**config.mk**
```make
export PLATFORM = sky130hd
export DESIGN_NAME = pwm_ramp_ctrl
export DESIGN_NICKNAME = d
export VERILOG_FILES = /design/src/rtl/pwm_ramp_ctrl.sv
export SDC_FILE = /design/constraint.sdc
export NUM_CORES = 1
export LEC_CHECK = 0
export CAP_MARGIN = 30
export CORE_MARGIN = 5
export CORE_UTILIZATION = 60
export DETAILED_ROUTE_END_ITERATION = 7
export HOLD_SLACK_MARGIN = 0.02
export PLACE_DENSITY = 0.85
export SLEW_MARGIN = 20
export SYNTH_ARGS = -nofsm -noshare
export SYNTH_HDL_FRONTEND = slang
export SYNTH_SLANG_ARGS = --single-unit
export TNS_END_PERCENT = 50
```
**constraint.sdc**
```tcl
create_clock -name clk -period 6.2 [get_ports clk]
set_clock_uncertainty 0.2 [all_clocks]
set_input_delay 1.55 -clock clk [delete_from_list [all_inputs] [get_ports clk]]
set_output_delay 1.55 -clock clk [all_outputs]
set_load 0.02 [all_outputs]
```
**src/rtl/pwm_ramp_ctrl.sv**
```systemverilog
// Duty/Final_Value sequencer for the PWM generator: ramps duty one LSB per step, updating only on period boundaries.
// Define PWM_RAMP_RETARGET_EN to accept new configs while a ramp is running.
//
// state | meaning
// IDLE  | duty_out at target, config accepted
// RAMP  | stepping duty_out toward target on period boundaries
module pwm_ramp_ctrl #(
  parameter int BITS          = 4,
  parameter int TIMER_BITS    = 4,
  parameter int STEP_DIV_BITS = 8
) (
  input  logic                     clk,
  input  logic                     reset,
  input  logic                     enable,
  input  logic                     cfg_valid,
  output logic                     cfg_ready,
  input  logic [BITS:0]            cfg_target,
  input  logic [STEP_DIV_BITS-1:0] cfg_step_div,
  input  logic [TIMER_BITS-1:0]    cfg_final_value,
  output logic [BITS:0]            duty_out,
  output logic [TIMER_BITS-1:0]    final_value_out,
  output logic                     busy,
  output logic                     done
);

  typedef enum logic {IDLE, RAMP} state_t;

  localparam logic [BITS:0]   FULL      = {1'b1, {BITS{1'b0}}};
  localparam logic [BITS-1:0] SLOT_LAST = '1;

  state_t                   state_q;
  logic [TIMER_BITS-1:0]    tick_q;
  logic [BITS-1:0]          slot_q;
  logic [STEP_DIV_BITS-1:0] step_cnt_q;
  logic [STEP_DIV_BITS-1:0] step_div_q;
  logic [BITS:0]            target_q;
  logic [BITS:0]            duty_q;
  logic [TIMER_BITS-1:0]    fv_q;
  logic [TIMER_BITS-1:0]    pending_fv_q;
  logic                     busy_q;
  logic                     done_q;

  logic          tick;
  logic          boundary;
  logic          accept;
  logic [BITS:0] target_clamped;
  logic [BITS:0] duty_d;

  assign tick           = (tick_q == fv_q);
  assign boundary       = enable && tick && (slot_q == SLOT_LAST);
  assign accept         = cfg_valid && cfg_ready;
  assign target_clamped = (cfg_target > FULL) ? FULL : cfg_target;

`ifdef PWM_RAMP_RETARGET_EN
  assign cfg_ready = 1'b1;
`else
  assign cfg_ready = (state_q == IDLE);
`endif

  always_comb begin
    duty_d = duty_q;
    if (target_q > duty_q) begin
      duty_d = duty_q + 1'b1;
    end else if (target_q < duty_q) begin
      duty_d = duty_q - 1'b1;
    end
  end

  always_ff @(posedge clk or negedge reset) begin
    if (!reset) begin
      state_q      <= IDLE;
      tick_q       <= '0;
      slot_q       <= '0;
      step_cnt_q   <= '0;
      step_div_q   <= '0;
      target_q     <= '0;
      duty_q       <= '0;
      fv_q         <= '0;
      pending_fv_q <= '0;
      busy_q       <= 1'b0;
      done_q       <= 1'b0;
    end else begin
      done_q <= 1'b0;

      // Replica of the generator's timer and slot counters
      if (enable) begin
        if (tick) begin
          tick_q <= '0;
          slot_q <= slot_q + 1'b1;
        end else begin
          tick_q <= tick_q + 1'b1;
        end
      end

      // Uses the pending value held before this edge, so an accept on a boundary lands one period later
      if (boundary) begin
        fv_q <= pending_fv_q;
      end

      if (accept) begin
        target_q     <= target_clamped;
        step_div_q   <= cfg_step_div;
        pending_fv_q <= cfg_final_value;
        step_cnt_q   <= '0;
        if (target_clamped == duty_q) begin
          state_q <= IDLE;
          busy_q  <= 1'b0;
          done_q  <= 1'b1;
        end else begin
          state_q <= RAMP;
          busy_q  <= 1'b1;
        end
      end else if ((state_q == RAMP) && boundary) begin
        if (step_cnt_q == step_div_q) begin
          step_cnt_q <= '0;
          duty_q     <= duty_d;
          if (duty_d == target_q) begin
            state_q <= IDLE;
            busy_q  <= 1'b0;
            done_q  <= 1'b1;
          end
        end else begin
          step_cnt_q <= step_cnt_q + 1'b1;
        end
      end
    end
  end

  assign duty_out        = duty_q;
  assign final_value_out = fv_q;
  assign busy            = busy_q;
  assign done            = done_q;

endmodule

```
**Word-level counts from Yosys, hierarchy flattened**

Cells that the tools add are included.

- Register bits after elaboration: 44
- Logic and storage cells: 52
- Output and inout port bits: 12

- Bitwise logic cells: 2
- Multiplexer cells: 17
- Equality and inequality tests: 5
- $lt $le $gt $ge: 3
- Add/sub/neg operators: 5
- Reduce and logical (&&, ||, !) cells: 10

Operator list:

| operator | number |
|---|---|
| $mux W8 | 3 |
| $mux W5 | 3 |
| $eq A5 B5 Y1 | 2 |
| $mux W1 | 10 |
| $add A4 B1 Y4 const B | 2 |
| $add A8 B1 Y8 const B | 1 |
| $eq A8 B8 Y1 | 1 |
| $reduce_and A3 Y1 | 2 |
| $reduce_bool A2 Y1 | 3 |
| $add A5 B1 Y5 const B | 1 |
| $gt A5 B5 Y1 | 1 |
| $gt A5 B5 Y1 const B | 1 |
| $lt A5 B5 Y1 | 1 |
| $sub A5 B1 Y5 const B | 1 |
| $eq A4 B4 Y1 | 1 |
| $eq A4 B4 Y1 const B | 1 |
| $logic_and A1 B1 Y1 | 4 |
| $mux W4 | 1 |
| $not A1 Y1 | 2 |
| $reduce_and A2 Y1 | 1 |

**Longest topological paths before layout**

- Word-level depth: 8
- Gate-level depth with buffers: 10
- Gate-level depth less buffers: 8

**Worst setup path after synthesis**

OpenSTA, ideal clock, no wires.

- Path type: input port to flip-flop
- Start point: in enable
- End point: reg duty_q[1], in the netlist duty_out[1]
- Arrival time: 2.903 ns
- Setup time: 0.131 ns
- Buffers on the path: 1
- Stages on the path: 6
- Setup slack: 2.966 ns
- Cells stage by stage: clkbuf_1 > and2_1 > and4_4 > nand3_4 > mux2_4 > or3_1

- Longest elaborated chain between the ends: 4

RTL lines:

| item | line | RTL |
|---|---|---|
| start: declaration | 14 | `input logic enable,` |
| $logic_and A1 B1 Y1 (2 in series) | 50 | `assign boundary = enable && tick && (slot_q == SLOT_LAST);` |
| $logic_and A1 B1 Y1 | 113 | `end else if ((state_q == RAMP) && boundary) begin` |
| $reduce_and A3 Y1 (no line) | - |  |
| end signal: assignment | 116 | `duty_q <= duty_d;` |
| end: declaration | 37 | `logic [BITS:0] duty_q;` |

Every way passes these cells.
A chain may end at the register's enable or synchronous reset.

**Final worst setup path**

Same ends and word-level chain as after synthesis.

==> flow_summary.yaml <==
clock_network:
  cts_max_level: 2
  hold_buffers: 0
  clk_pin_slew_worst_paths_ps: 80
  cts_setup_buffers: 0
  cts_sinks: 44
  cts_tree: "done"
  clkLatencyLatePin_ps: 300
  ctsResizeCount: 0
  cts_buffer_depth: 2
  cts_inserted_buffers: 5
  root_buffer: "clkbuf_8"
placement:
  dpl.hpwl_um: 4070
  gp_congestion: 0.941
  port_buffers: 32
  pre_cts_ws_ps: 2380
floorplanning:
  die_area_um2: 5750
  die_h_um: 75.8
  core_um2: 4260
  die_x_um: 75.8
  ios: 33
  start_util: 0.609
  rows: 24
final_layout:
  final_cell_mix: "nand2_1, dfrtp_1, clkdlybuf4s50_1"
  n_fill_cell: 316
  drive_gt1_frac: 0.0710
  area_growth_pct: 18.0
  num_antenna_cells: 0
  finalNetCount: 340
  final_common_cell: "nand2_1"
sta:
  finalHoldViolCount: 0
  worstMarginPinSlew_ps: 597
  fmax_ghz: 0.284
  grt_setup_unrepaired: "no"
  finalSetupViolations: 0
  tns_ps: 0
  finalCritPeriodShare: 0.567
  finalCriticalPeriod_ps: 3520
  slew_headroom: 0.601
  setup_ws_ps: 2680
  report.final.slew_viol_count: 0
  hold-worst-slack_ps: 292
critical_path:
  cp_top_family: "simple AND/OR/NAND/NOR gates"
  start_kind: "input port"
  cp_num_buf_inv: 1
  crit_chain: "clkdlybuf4s50_1, and2_1, and4_4, nand3_4, mux2_4, or3_1"
  critPathRequiredTime_ps: 6180
  path_class: "input port to flop"
  endpoint_kind: "flop"
  worstPathArrival_ps: 3500
  max_stage_delay_ps: 620
  cp_slowest_cell: "clkdlybuf4s50_1"
  path_max_fanout: 12
grt:
  grt_antenna_before_repair: 0
  grt_max_degree: 45
  grt_first_pass_wirelength_um: 9320
  grt_overflow: 0
  track_usage: 0.215
  grt_pass1_vias: 1977
drt:
  viasPerCell: 5.83
  drt_iter0_drc: 155
  wl_um: 5770
  vias: 2112
  drc: 0
  final_antenna_net_count: 0
  drtPass1Iterations: 4
  wl_per_cell_um: 15.9
job:
  maxCapViolCount: 0
run_status:
  status: "complete, no violations"
power:
  power.leakage_nw: 1.41
  power_density_nw_per_um2: 214
  peakVddDrop_uv: 205
logic_synthesis:
  synth_top_flop_cell: "dfrtp_1"
  yosys.area.top_type: "dfrtp_1"
  async_reset_ff_frac: 1.00
  syn_area_per_cell_um2: 9.35
  yosysWarnings: 0
  synth_edf_count: 0
  synth-seq-cells: 44
  synth_cell_types: 49
  synth_top_area_frac: 0.424
  synth_nets: 309
  ys_seq_area_frac: 0.424
  synthTopCellsByArea: "dfrtp_1, nand2_1, xnor2_1"
  synth_cells: 278
  syn_area_um2: 2600
hold_path:
  min_path_type: "flop to flop"
[worst paths after layout]
path | slack (ps) | cells after the start | end | start
worst max register to register | 3120 | 8 | busy$_DFFE_PN0P_ | duty_out[3]$_DFFE_PN0P_
worst min-delay path | 290 | 2 | pending_fv_q[3]$_DFFE_PN0P_ | pending_fv_q[3]$_DFFE_PN0P_
worst min register to register | 290 | 2 | pending_fv_q[3]$_DFFE_PN0P_ | pending_fv_q[3]$_DFFE_PN0P_
min in group asynchronous | 1010 | 1 | final_value_out[3]$_DFFE_PN0P_ | reset
max in group asynchronous | 4300 | 2 | step_div_q[0]$_DFFE_PN0P_ | reset
worst max-delay path | 2680 | 6 | duty_out[1]$_DFFE_PN0P_ | enable
[power breakdown]
part	internal, mW	leakage (nW)	total, mW	switching, mW
registers	0.317	0.564	0.348	0.0307
logic	0.0618	0.798	0.125	0.0634
clock network	0.0889	0.0510	0.184	0.0948
[routing by layer]
metal  global-route usage  routed length (um)
met1                0.291                2530
met2                0.341                2920
met3               0.0607                 286
met4               0.0524                  35
met5                    0                   0
[cell families after synthesis]
family,after synthesis,share of synthesized area
AO/OA/AOI/OAI,46,0.124
buffers and inverters,21,0.0318
AND/OR/NAND/NOR,117,0.229
adder cells (fa/ha/maj),10,0.0481
XOR/XNOR,31,0.104
flip-flops,44,0.424
multiplexers,9,0.0390
[stage by stage]
stage | total power [mW] | std cells | util | cell area [um2]
after global placement | 0.468 | 353 | 0.691 | 2950
after floorplan | 0.433 | 278 | - | 2600
after detailed placement | 0.476 | 353 | 0.691 | 2950
final | 0.657 | 362 | 0.719 | 3070
after global routing | 0.699 | 362 | 0.719 | 3070
after CTS | 0.657 | 361 | 0.712 | 3040
[Yosys cell counts, types with 4 or more instances]
cell type / count
nand2_1: 59
dfrtp_1: 44
xnor2_1: 21
o21ai_0: 16
nor2_1: 13
inv_1: 11
ha_1: 10
xor2_1: 10
nor2b_1: 8
and3_1: 6
clkbuf_1: 6
mux2_2: 5
a22o_1: 4
nand3_1: 4
nand3b_1: 4
nand4_1: 4
[area by class of cell]
type / instances / area, um2 / share of cell area
multi-input cells: 213 / 1420 / 0.462
flip-flops and latches: 44 / 1100 / 0.359
repair buffers: 34 / 350 / 0.114
clock inverters: 2 / 10.0 / 0.00327
inverters: 11 / 41.3 / 0.0135
clock buffers: 6 / 82.6 / 0.0269
well taps: 52 / 65.1 / 0.0212
[sequential cells by signal, indices dropped and copies added, names as in the netlist]
name / cells
step_cnt_q: 8
step_div_q: 8
duty_out: 5
target_q: 5
final_value_out: 4
pending_fv_q: 4
slot_q: 4
tick_q: 4
busy: 1
done: 1
[worst reg2reg max path: stages, from the launching register on]
cell and delay, ps:
dfrtp_1 630, inv_1 140, ha_1 330, and4_1 240, a221o_1 500, mux2i_1 280, xnor2_1 170, o2111ai_1 170
o32a_1 320
Power figures use the tool's default switching activity.
